File: src/rtl/pll_phase_ctrl.sv
// pll_phase_ctrl
// Lock filtering and dynamic phase-step sequencing for an ECP5 EHXPLLL.
// The raw PLL LOCK is synchronised and debounced on the rising side only,
// producing locked_o and a set of per-domain resets. Phase-shift requests
// are turned into PHASESEL/PHASEDIR/PHASESTEP sequences with setup, pulse
// and settle timing. Losing lock aborts any sequence in flight.
module pll_phase_ctrl #(
  parameter int N_OUT       = 4,
  parameter int STEPS_W     = 8,
  parameter int SETUP_CYC   = 4,
  parameter int PULSE_CYC   = 4,
  parameter int SETTLE_CYC  = 16,
  parameter int LOCK_FILTER = 1024
) (
  input  logic               clk,
  input  logic               rst_n,
  input  logic               pll_lock,
  input  logic               req_valid,
  output logic               req_ready,
  input  logic [1:0]         req_sel,
  input  logic               req_dir,
  input  logic [STEPS_W-1:0] req_steps,
  output logic [1:0]         phasesel,
  output logic               phasedir,
  output logic               phasestep,
  output logic               busy,
  output logic               done,
  output logic               err,
  output logic               locked_o,
  output logic [N_OUT-1:0]   rst_out_n,
  output logic [7:0]         lost_lock_cnt
);

  // Filter counter must be able to hold LOCK_FILTER itself (saturation value).
  localparam int LF_W    = $clog2(LOCK_FILTER + 1);
  // One shared phase timer sized for the longest of the three timed states.
  localparam int MAX_A   = (SETUP_CYC > PULSE_CYC) ? SETUP_CYC : PULSE_CYC;
  localparam int MAX_CYC = (MAX_A > SETTLE_CYC) ? MAX_A : SETTLE_CYC;
  localparam int TMR_W   = (MAX_CYC > 1) ? $clog2(MAX_CYC) : 1;

  localparam logic [TMR_W-1:0] SETUP_LAST  = TMR_W'(SETUP_CYC - 1);
  localparam logic [TMR_W-1:0] PULSE_LAST  = TMR_W'(PULSE_CYC - 1);
  localparam logic [TMR_W-1:0] SETTLE_LAST = TMR_W'(SETTLE_CYC - 1);
  localparam logic [LF_W-1:0]  LF_MAX      = LF_W'(LOCK_FILTER);
  localparam logic [2:0]       N_OUT_L     = 3'(N_OUT);

  typedef enum logic [2:0] {
    S_IDLE   = 3'd0,
    S_SETUP  = 3'd1,
    S_PULSE  = 3'd2,
    S_SETTLE = 3'd3,
    S_DONE   = 3'd4
  } state_t;

  // ---------------------------------------------------------------------
  // Lock synchroniser, filter and loss counter
  // ---------------------------------------------------------------------
  logic             sync1_q;
  logic             sync2_q;
  logic             lock_s;
  logic [LF_W-1:0]  filt_q;
  logic [LF_W-1:0]  filt_d;
  logic             locked_prev_q;
  logic [7:0]       lost_q;
  logic [7:0]       lost_d;
  logic [N_OUT-1:0] rst_out_q;

  assign lock_s = sync2_q;

  // Two-flop synchroniser for the asynchronous PLL LOCK pin.
  always_ff @(posedge clk or negedge rst_n) begin
    if (!rst_n) begin
      sync1_q <= 1'b0;
      sync2_q <= 1'b0;
    end else begin
      sync1_q <= pll_lock;
      sync2_q <= sync1_q;
    end
  end

  // Saturating run-length of synchronised lock; any low cycle restarts it.
  always_comb begin
    filt_d = filt_q;
    if (!lock_s) begin
      filt_d = '0;
    end else if (filt_q != LF_MAX) begin
      filt_d = filt_q + LF_W'(1);
    end
  end

  // Gating with lock_s makes loss visible on the very first low cycle.
  assign locked_o = lock_s && (filt_q == LF_MAX);

  // Count locked_o falling edges, stopping at 255.
  always_comb begin
    lost_d = lost_q;
    if (locked_prev_q && !locked_o && (lost_q != 8'hFF)) begin
      lost_d = lost_q + 8'd1;
    end
  end

  // Filter state, edge detector, loss counter and domain resets.
  always_ff @(posedge clk or negedge rst_n) begin
    if (!rst_n) begin
      filt_q        <= '0;
      locked_prev_q <= 1'b0;
      lost_q        <= 8'd0;
      rst_out_q     <= '0;
    end else begin
      filt_q        <= filt_d;
      locked_prev_q <= locked_o;
      lost_q        <= lost_d;
      rst_out_q     <= {N_OUT{locked_o}};
    end
  end

  assign lost_lock_cnt = lost_q;
  assign rst_out_n     = rst_out_q;

  // ---------------------------------------------------------------------
  // Phase-step sequencer
  // ---------------------------------------------------------------------
  state_t             state_q;
  state_t             state_d;
  logic [TMR_W-1:0]   tmr_q;
  logic [TMR_W-1:0]   tmr_d;
  logic [STEPS_W-1:0] rem_q;
  logic [STEPS_W-1:0] rem_d;
  logic [1:0]         sel_q;
  logic [1:0]         sel_d;
  logic               dir_q;
  logic               dir_d;
  logic               err_q;
  logic               err_d;
  logic               phasestep_q;
  logic               phasestep_d;

  // Next-state, datapath updates and decoded outputs for the sequencer.
  always_comb begin
    state_d     = state_q;
    tmr_d       = tmr_q;
    rem_d       = rem_q;
    sel_d       = sel_q;
    dir_d       = dir_q;
    err_d       = 1'b0;
    req_ready   = 1'b0;
    busy        = 1'b1;
    done        = 1'b0;

    case (state_q)
      S_IDLE: begin
        busy      = 1'b0;
        req_ready = locked_o;
        if (req_valid && locked_o) begin
          if ({1'b0, req_sel} >= N_OUT_L) begin
            // Unconnected output selected: reject without touching the PLL.
            err_d = 1'b1;
          end else begin
            sel_d = req_sel;
            dir_d = req_dir;
            rem_d = req_steps;
            tmr_d = '0;
            state_d = (req_steps == '0) ? S_DONE : S_SETUP;
          end
        end
      end

      S_SETUP, S_PULSE, S_SETTLE: begin
        if (!locked_o) begin
          // Lock lost mid-sequence: abort wins over any timer expiry.
          state_d = S_IDLE;
          err_d   = 1'b1;
          rem_d   = '0;
          tmr_d   = '0;
        end else begin
          tmr_d = tmr_q + TMR_W'(1);
          if (state_q == S_SETUP) begin
            if (tmr_q == SETUP_LAST) begin
              tmr_d   = '0;
              state_d = S_PULSE;
            end
          end else if (state_q == S_PULSE) begin
            if (tmr_q == PULSE_LAST) begin
              tmr_d   = '0;
              rem_d   = rem_q - STEPS_W'(1);
              state_d = S_SETTLE;
            end
          end else begin
            if (tmr_q == SETTLE_LAST) begin
              tmr_d   = '0;
              // Further steps reuse the already-stable select/direction.
              state_d = (rem_q == '0) ? S_DONE : S_PULSE;
            end
          end
        end
      end

      S_DONE: begin
        done    = 1'b1;
        state_d = S_IDLE;
      end

      default: begin
        state_d = S_IDLE;
      end
    endcase

    // Registered so the PLL sees a glitch-free step strobe.
    phasestep_d = (state_d == S_PULSE);
  end

  // Sequencer state and held PLL control values.
  always_ff @(posedge clk or negedge rst_n) begin
    if (!rst_n) begin
      state_q     <= S_IDLE;
      tmr_q       <= '0;
      rem_q       <= '0;
      sel_q       <= 2'd0;
      dir_q       <= 1'b0;
      err_q       <= 1'b0;
      phasestep_q <= 1'b0;
    end else begin
      state_q     <= state_d;
      tmr_q       <= tmr_d;
      rem_q       <= rem_d;
      sel_q       <= sel_d;
      dir_q       <= dir_d;
      err_q       <= err_d;
      phasestep_q <= phasestep_d;
    end
  end

  assign phasesel  = sel_q;
  assign phasedir  = dir_q;
  assign phasestep = phasestep_q;
  assign err       = err_q;

endmodule

File: config.mk
export PLATFORM = sky130hd
export DESIGN_NAME = pll_phase_ctrl
export DESIGN_NICKNAME = d
export VERILOG_FILES = /design/src/rtl/pll_phase_ctrl.sv
export SDC_FILE = /design/constraint.sdc
export NUM_CORES = 1
export LEC_CHECK = 0
export BUFFER_PORTS_ARGS = -buffer_cell sky130_fd_sc_hd__clkbuf_2
export CAP_MARGIN = 25
export CELL_PAD_IN_SITES_DETAIL_PLACEMENT = 1
export CELL_PAD_IN_SITES_GLOBAL_PLACEMENT = 2
export CORE_MARGIN = 3
export CORE_UTILIZATION = 38
export DETAILED_ROUTE_END_ITERATION = 12
export MAX_ROUTING_LAYER = met4
export PLACE_DENSITY_LB_ADDON = 0.1
export SLEW_MARGIN = 20
export SYNTH_ARGS = -nofsm -noshare
export SYNTH_HDL_FRONTEND = slang
export SYNTH_SLANG_ARGS = --single-unit
File: constraint.sdc
create_clock -name clk -period 5.7 [get_ports clk]
set_input_delay 1.14 -clock clk [delete_from_list [all_inputs] [get_ports clk]]
set_output_delay 1.14 -clock clk [all_outputs]
set_load 0.02 [all_outputs]
==> flow_metrics.tcl <==
set metrics [dict create \
    status "completed" \
    grt_first_pass_wirelength_um 9380 \
    dieArea_mm2 0.00702 \
    worstPathArrival_ps 2480 \
    drive_gt1_share_pct 20.8 \
    yosys_warnings 0 \
    drc 0 \
    syn_to_final_growth_pct 12.4 \
    cts_resized 0 \
    track_usage_pct 17.1 \
    drt_iter0_drc 65 \
    dieHeight_um 83.8 \
    leakage_nw 1.19 \
    fin_crit_ps 3620 \
    grt_antenna_before_repair 0 \
    dp_hpwl_um 4020 \
    diodes 0 \
    crit_path_end_kind "output port" \
    start_util_pct 40.5 \
    reg2reg_depth 7 \
    critPathMaxStageDelay_ps 560 \
    cts.sinks 42 \
    utilization_pct 45.5 \
    worstPathCellList "inv_1 > ha_1 > or4b_1 > or4_1 > inv_1 > clkbuf_2" \
    synth_nets 256 \
    dp_slack_ps 2420 \
    grt_start_max_net_pins 43 \
    p_seq_share_pct 56.1 \
    htree_levels 2 \
    clk_path_buf_depth 2 \
    max_slew.worst_pin.slew_ps 819 \
    finClkSkew_ps 8.44 \
    power_mw 0.540 \
    timing.critical_path.mode_cell "inv_1" \
    final-setup-viol-count 0 \
    fmax_mhz 276 \
    cts_tree "done" \
    required_ps 4560 \
    postCtsSetupBuffers 0 \
    rsz0062_at_grt "no" \
    clk_latency_ps 310 \
    cts_made_buffers 5 \
    rows 27 \
    ctsHoldBuffers 0 \
    hold_depth 0 \
    maxSlewHeadroom_pct 45.0 \
    min_from "sync1_q" \
    overflow 0 \
    wl_per_cell_um 16.4 \
    gp_congestion 0.776 \
    ys_ff_latch 42 \
    holdPathEnd "lock_s" \
    drtAntennaViolNets 0 \
    hp-class "flip-flop to flip-flop" \
    first_pass_iters 4 \
    maxSlewViolCount 0 \
    ys_types 46 \
    synthCells 235 \
    clkPwrFrac_pct 39.4 \
    switching_share_pct 26.3 \
    port-buffer-count 35 \
    ir_drop_v 0.0000962 \
    wirelength_um 5510 \
    yosysSeqAreaShare_pct 45.7 \
    viasPerCell 5.45 \
    worst-setup-path-type "flip-flop to output port" \
    worstReg2RegEnd "rem_q[4]" \
    powerDensity_mw_per_mm2 209 \
    cp_max_fo 6 \
    slowest_stage "or4_1" \
    p_switching_mw 0.142 \
    clkSlewWorstSetupHoldPaths_ps 100 \
    finalSetupTns_ps 0 \
    comb_power_share_pct 4.5 \
    die_w_um 83.8 \
    rrSetupSlack_ps 2880 \
    num-nets-final 284 \
    fin_ws_ps 2080 \
    cts_root_buf "clkbuf_8" \
    finalCritPeriodShare_pct 63.5 \
    num_vias 1831 \
    core-area_mm2 0.00568 \
    syn-cell-area_mm2 0.00230 \
    grt_pass1_vias 1816 \
    hold_viol_final 0 \
    syn_avg_cell_area_um2 9.79 \
    startpoint_type "flip-flop" \
    max_cap_violations 0 \
    pin_count 36 \
    rr_startpoint "filt_q[0]" \
    internal-power_mw 0.398 \
]
-- final cells by class --
type,count,area (um2)
fill,674,3090
clock inverter,3,25.0
inverter,10,37.5
multi-input combinational,168,1130
sequential,42,1050
timing repair buffer,36,183
clock buffer,5,68.8
tap,72,90.1
-- how the worst max path moves through the flow --
stage / startpoint / endpoint / slack (ps)
after floorplan: filt_q[0] / req_ready / 2660
after global placement: filt_q[0] / locked_o / 2470
after detailed placement: filt_q[0] / locked_o / 2420
after CTS: filt_q[0] / locked_o / 2060
after global routing: filt_q[0] / locked_o / 1960
final: filt_q[0] / locked_o / 2080
-- registers in the layout, indices dropped and copies added (netlist names) --
register       count
err                1
filt_q            11
lock_s             1
lost_lock_cnt      8
phasedir           1
phasesel           2
phasestep          1
rem_q              8
rst_out_n          1
state_q            3
sync1_q            1
tmr_q              4
-- cells by family after synthesis --
kind of cell	share of synthesized area, %
compound gates	13.5
xor+xnor	5.71
fa+ha+maj	3.26
buf+inv	5.17
flops	45.7
mux	2.99
simple gates	23.6
-- per-layer routing --
metal  part of all wire [%]  vias up  track usage [%]
met5                      0        -                -
met4                    1.4        0             5.70
met3                    3.6        7             3.55
met2                     45       32             25.2
met1                     50      897             23.5
li1                       -      895                -
-- power by group through the flow --
stage | Combinational [mW] | Clock, mW | Sequential (mW)
finish | 0.0244 | 0.213 | 0.303
global route | 0.0282 | 0.233 | 0.304
CTS | 0.0253 | 0.218 | 0.303
detailed placement | 0.0251 | 0 | 0.309
global placement | 0.0247 | 0 | 0.309
floorplan | 0.00983 | 0 | 0.308
-- critical path, delay by kind of cell (launching register included) --
family                   cells  cell delay (ps)
buffers and inverters        3              560
flip-flops                   1              430
adder cells (fa/ha/maj)      1              140
AND/OR/NAND/NOR              2             1030
-- cell usage in the layout, fill, tap and decap left out, drive strengths merged, types with 3 or more instances in the layout --
| cell | instances |
|---|---|
| nand2 | 18 |
| a21oi | 9 |
| xnor2 | 9 |
| nand2b | 4 |
| nor4 | 6 |
| nor2 | 16 |
| a22o | 9 |
| mux2 | 4 |
| or4b | 3 |
| inv | 11 |
| ha | 6 |
| or3 | 6 |
| o31ai | 3 |
| and4 | 4 |
| and3 | 3 |
| o21ai | 12 |
| nor3 | 9 |
| nor2b | 3 |
| and2 | 3 |
| dfrtp | 42 |
| clkbuf | 40 |
| xor2 | 6 |
| nand4 | 8 |
| nand3 | 8 |
-- Yosys cell counts (all sizes together) --
| cell type | instances | area (um2) |
|---|---|---|
| or3 | 6 | 42.5 |
| a32o | 2 | 20.0 |
| buf | 7 | 51.3 |
| nor3 | 9 | 45.0 |
| or4b | 3 | 33.8 |
| dfrtp | 42 | 1050 |
| and2 | 3 | 18.8 |
| and4 | 4 | 35.0 |
| nor2 | 16 | 60.1 |
| ha | 6 | 75.1 |
| a21oi | 9 | 56.3 |
| or4 | 1 | 7.51 |
| or2 | 2 | 12.5 |
| o22ai | 2 | 12.5 |
| a31oi | 2 | 12.5 |
| inv | 10 | 37.5 |
| mux2i | 2 | 20.0 |
| a2111oi | 1 | 8.76 |
| o211a | 1 | 10.0 |
| nor4 | 6 | 37.5 |
| nand4b | 2 | 17.5 |
| nand3 | 8 | 40.0 |
| nand2b | 4 | 25.0 |
| xor2 | 6 | 52.6 |
| mux2 | 4 | 48.8 |
| o31a | 1 | 8.76 |
| a22o | 9 | 78.8 |
| o31ai | 3 | 27.5 |
| nor2b | 3 | 18.8 |
| clkbuf | 8 | 30.0 |
| xnor2 | 9 | 78.8 |
| a21boi | 1 | 7.51 |
| and3 | 3 | 23.8 |
| nand2 | 18 | 67.6 |
| o21ai | 12 | 60.1 |
| nand3b | 1 | 7.51 |
| o2bb2ai | 1 | 8.76 |
| nand4 | 8 | 50.1 |
-- per-stage QoR --
| stage | cells | hold slack, ps | cell area [um2] |
|---|---|---|---|
| floorplan | 235 | 331 | 2300 |
| global placement | 328 | 339 | 2490 |
| detailed placement | 328 | 336 | 2490 |
| CTS | 336 | 357 | 2580 |
| global route | 336 | 357 | 2580 |
| finish | 336 | 363 | 2580 |
No activity file was read; power rests on OpenSTA's default activity.
